File: config.mk
export PLATFORM = sky130hd
export DESIGN_NAME = lfsr_sched
export DESIGN_NICKNAME = d
export VERILOG_FILES = /design/src/rtl/lfsr_sched.sv
export SDC_FILE = /design/constraint.sdc
export NUM_CORES = 1
export LEC_CHECK = 0
export CORE_MARGIN = 8
export CORE_UTILIZATION = 42
export DETAILED_ROUTE_END_ITERATION = 16
export HOLD_SLACK_MARGIN = 0.08
export PLACE_DENSITY = 0.79
export SETUP_SLACK_MARGIN = 0.3
export SLEW_MARGIN = 20
export SYNTH_ARGS = -nofsm -noshare
export SYNTH_HDL_FRONTEND = slang
export SYNTH_SLANG_ARGS = --single-unit
File: constraint.sdc
create_clock -name clk -period 1.1 [get_ports clk]
set_input_delay 0.22 -clock clk [delete_from_list [all_inputs] [get_ports clk]]
set_output_delay 0.22 -clock clk [all_outputs]
set_load 0.03 [all_outputs]
File: src/rtl/lfsr_sched.sv
// lfsr_sched: shared Fibonacci LFSR handed out one value per round-robin grant.
// Define LFSR_SCHED_GNT_CNT_EN to build saturating per-requester grant counters.
module lfsr_sched #(
  parameter int WIDTH = 4,
  parameter int NREQ = 2,
  parameter logic [WIDTH-1:0] TAPS = 4'b1001,
  parameter logic [WIDTH-1:0] SEED = 4'b0001
) (
  input  logic                     clk,
  input  logic                     reset,
  input  logic                     enable,
  input  logic                     seed_load,
  input  logic [WIDTH-1:0]         seed_in,
  input  logic [NREQ-1:0]          req,
  output logic [NREQ-1:0]          gnt,
  output logic                     rnd_valid,
  output logic [WIDTH-1:0]         rnd_data,
  output logic [$clog2(NREQ)-1:0]  rnd_id,
  output logic [WIDTH-1:0]         step_cnt,
  output logic                     period_done,
  output logic                     lockup,
  output logic [NREQ*8-1:0]        gnt_cnt
);
  localparam int IDW = $clog2(NREQ);
  localparam logic [WIDTH-1:0] LAST = {{(WIDTH-1){1'b1}}, 1'b0};
  logic [WIDTH-1:0] lfsr, cur, nxt;
  logic [IDW-1:0] ptr, win;
  logic go, wrap;
  // An all-zero state would stick forever, so it is replaced by SEED at issue time.
  assign cur  = (lfsr == '0) ? SEED : lfsr;
  assign nxt  = {cur[WIDTH-2:0], ^(cur & TAPS)};
  assign go   = enable && |req;
  assign wrap = step_cnt == LAST;
  always_comb begin
    win = ptr;
    for (int k = NREQ; k >= 1; k--)
      if (req[(int'(ptr) + k) % NREQ]) win = IDW'((int'(ptr) + k) % NREQ);
  end
  always_ff @(posedge clk) begin
    if (!reset) begin
      lfsr        <= SEED;
      ptr         <= IDW'(NREQ - 1);
      gnt         <= '0;
      rnd_valid   <= 1'b0;
      rnd_data    <= '0;
      rnd_id      <= '0;
      step_cnt    <= '0;
      period_done <= 1'b0;
      lockup      <= 1'b0;
    end else begin
      gnt         <= '0;
      rnd_valid   <= 1'b0;
      period_done <= 1'b0;
      if (seed_load) begin
        lfsr     <= (seed_in != '0) ? seed_in : SEED;
        lockup   <= seed_in == '0;
        step_cnt <= '0;
      end else if (go) begin
        gnt         <= NREQ'(1) << win;
        rnd_valid   <= 1'b1;
        rnd_id      <= win;
        rnd_data    <= cur;
        lfsr        <= nxt;
        ptr         <= win;
        step_cnt    <= wrap ? '0 : step_cnt + 1'b1;
        period_done <= wrap;
        if (lfsr == '0) lockup <= 1'b1;
      end
    end
  end
`ifdef LFSR_SCHED_GNT_CNT_EN
  for (genvar g = 0; g < NREQ; g++) begin : g_cnt
    logic [7:0] cnt;
    always_ff @(posedge clk) begin
      if (!reset || seed_load) cnt <= '0;
      else if (go && win == IDW'(g) && cnt != 8'hff) cnt <= cnt + 8'd1;
    end
    assign gnt_cnt[8*g +: 8] = cnt;
  end
`else
  assign gnt_cnt = '0;
`endif
endmodule
==> flow_metrics.env <==
export IMPL_finalSetupTns_ps=0
export IMPL_slowest_stage="dfxtp_4"
export IMPL_setup_viol=0
export IMPL_clk_pin_slew_ps=100
export IMPL_place_area_um2=1320
export IMPL_power_switching_uw=517
export IMPL_p_seq_share_pct=47.6
export IMPL_ir_drop_uv=874
export IMPL_p_leak_uw=0.000713
export IMPL_crit_buf_inv=0
export IMPL_rsz0062_at_grt="yes"
export IMPL_final_cell_mix="buf_4 (25), buf_6 (23), conb_1 (16)"
export IMPL_grt_start_max_net_pins=11
export IMPL_drcViolationCount=0
export IMPL_postSynthCellCount=110
export IMPL_pwr_share_clk_pct=21.7
export IMPL_critPathCaptureType="flop"
export IMPL_fin_skew_ps=1.51
export IMPL_yosysWarnings=0
export IMPL_max_stage_delay_ps=380
export IMPL_hold_violations=0
export IMPL_grt_use_total_pct=14.4
export IMPL_cts_tree="done"
export IMPL_p_comb_share_pct=30.8
export IMPL_dpl_hpwl_mm=1.97
export IMPL_drv_slew=0
export IMPL_ant_nets=0
export IMPL_crit_chain="nor3_4 > nor3b_2 > o311a_1"
export IMPL_wl_mm=3.16
export IMPL_cts_sinks=19
export IMPL_avgViaCountPerCell=5.25
export IMPL_portBuffers=23
export IMPL_synth_top_family_by_area="compound AO/OA/AOI/OAI gates"
export IMPL_final_area_um2=1680
export IMPL_nets=178
export IMPL_switching_share_pct=32.7
export IMPL_synth_xor_area_share_pct=0
export IMPL_drtIter0Drc=54
export IMPL_dr_pass1_iters=4
export IMPL_synth_area_per_cell_um2=8.77
export IMPL_setup_ws_ps=58.6
export IMPL_synth_compound_area_share_pct=22.4
export IMPL_place_gp_congestion=0.867
export IMPL_synthAdderAreaFrac_pct=0
export IMPL_synth_edff_count=0
export IMPL_synth_ff_type="dfxtp_1"
export IMPL_cts_root_buffer="clkbuf_4"
export IMPL_final_core_util_pct=76.7
export IMPL_cts_buffer_depth=2
export IMPL_period_share_pct=94.7
export IMPL_grt_pass1_vias=1090
export IMPL_diodes=0
export IMPL_die_area_um2=4090
export IMPL_drv_cap=0
export IMPL_grt_first_pass_wirelength_mm=4.91
export IMPL_fin_crit_ps=1040
export IMPL_met3_usage_pct=4.53
export IMPL_use_met2_pct=26.9
export IMPL_arrival_ps=1280
export IMPL_tritoncts_num_buffers=3
export IMPL_r2r_cells=3
export IMPL_fmax_mhz=960
export IMPL_die_x_um=63.9
export IMPL_cp_start_kind="flop"
export IMPL_hold_path_cell_count=3
export IMPL_intPower_uw=1060
export IMPL_area_growth_syn_to_layout_pct=74.2
export IMPL_htreeDepth=1
export IMPL_hold_buffers=0
export IMPL_ys_async_sr_fraction_pct=0
export IMPL_final_layout_size_suffix_gt1_share_pct=63.5
export IMPL_worstSkewPairLatency_ps=290
export IMPL_p_per_area_nw_per_um2=939
export IMPL_grt_ovfl_total=0
export IMPL_outcome="finished, final reports clean"
export IMPL_gr_usage_met1_pct=15.2
export IMPL_synthMuxAreaShare_pct=1.04
export IMPL_antenna_found_initial=0
export IMPL_worstPathMaxFanout=3
export IMPL_synth_cell_types=38
export IMPL_critPathRequiredTime_ps=1330
export IMPL_start_util_pct=44.0
export IMPL_cpLargestDelayFamily="simple AND/OR/NAND/NOR gates"
export IMPL_core_um2=2190
export IMPL_synthSimpleGateAreaFrac_pct=19.2
export IMPL_die_h_um=63.9
export IMPL_via_count=1024
export IMPL_seq_area_frac_synth_pct=39.4
export IMPL_ys_ff_latch=19
export IMPL_cp_depth=3
export IMPL_pre_cts_slack_ps=-449
export IMPL_busiest_layer="met2"
export IMPL_wl_per_cell_um=16.2
export IMPL_mostFrequentLayoutCell="buf_4"
export IMPL_worst_hold_path_type="in -> reg"
export IMPL_critical_path_class="reg -> reg"
export IMPL_num_io_pins=40
export IMPL_row_count=17
export IMPL_synth_area_um2=965
==> kinds of logic (layout without fill, tap and decap cells) <==
kind of cell / after synthesis / in the layout
compound gates: 33 / 34
simple gates: 33 / 33
buf+inv: 23 / 64
flops: 19 / 19
other cells: 1 / 16
mux: 1 / 1
==> layer usage <==
metal | wire, um | vias to the layer above
li1 | - | 493
met5 | 0 | -
met4 | 32 | 0
met2 | 1720 | 31
met3 | 199 | 4
met1 | 1200 | 496
==> what timing repair did <==
| action | 4_1_cts | 5_1_grt |
|---|---|---|
| gates resized for setup | 71 | 22 |
| cloned | 3 | 0 |
| pin swaps | 12 | 12 |
| endpoints found under the hold margin | 0 | 0 |
| setup buffers | 7 | 4 |
| setup endpoints to repair | 33 | 32 |
==> flip-flops by register name, summed over array words and instances, names as in the netlist <==
register	flops
period_done	1
rnd_valid	1
rnd_id	1
step_cnt	4
rnd_data	4
lockup	1
lfsr	4
gnt	2
ptr	1
==> power by group through the flow <==
| stage | combinational, uW | sequential, uW | clock [uW] |
|---|---|---|---|
| 5_1_grt | 515 | 755 | 372 |
| 3_3_place_gp | 358 | 754 | 0 |
| 6_report | 486 | 751 | 342 |
| 4_1_cts | 432 | 745 | 355 |
| 2_1_floorplan | 244 | 779 | 0 |
| 3_5_place_dp | 366 | 756 | 0 |
==> synthesized netlist by cell type (2+ instances only) <==
library cell / n / area share, %
buf_4: 17 / 13
dfxtp_1: 19 / 39
a211oi_1: 3 / 2.3
nor3_1: 4 / 2.1
buf_2: 2 / 1.0
nand3_1: 5 / 2.6
o21ai_0: 8 / 4.2
nor2b_1: 2 / 1.3
nor2_1: 4 / 1.6
a21oi_1: 10 / 5.2
o2111ai_1: 2 / 1.8
nand2_1: 6 / 2.3
nand3b_1: 2 / 1.6
nor4_1: 2 / 1.3
==> area by class of cell <==
cell class / count / area (um2)
Clock buffer: 4 / 26.3
Tap cell: 28 / 35.0
Timing Repair Buffer: 57 / 514
Fill cell: 154 / 510
Sequential cell: 19 / 423
Multi-Input combinational cell: 84 / 664
Inverter: 2 / 12.5
Timing Repair inverter: 1 / 5.00
==> worst paths after layout <==
| check | start | endpoint | slack (ps) |
|---|---|---|---|
| worst max-delay path | lfsr[1] | lockup | 60 |
| worst max register to register | lfsr[1] | lockup | 60 |
| worst min-delay path | seed_load | ptr | 330 |
| worst min register to register | rnd_id | rnd_id | 500 |
==> worst register-to-register path, stage by stage, from the launching register on <==
cell	delay [ps]
dfxtp_4	380
nor3_4	200
nor3b_2	240
o311a_1	170
==> through the flow <==
step | instances | total power (uW) | hold WS (ps)
after floorplan | 125 | 1020 | 348
after global routing | 195 | 1640 | 343
after detailed placement | 177 | 1120 | 472
after global placement | 177 | 1110 | 471
final | 195 | 1580 | 328
after CTS | 191 | 1530 | 325
(Power assumes the default switching activity.)
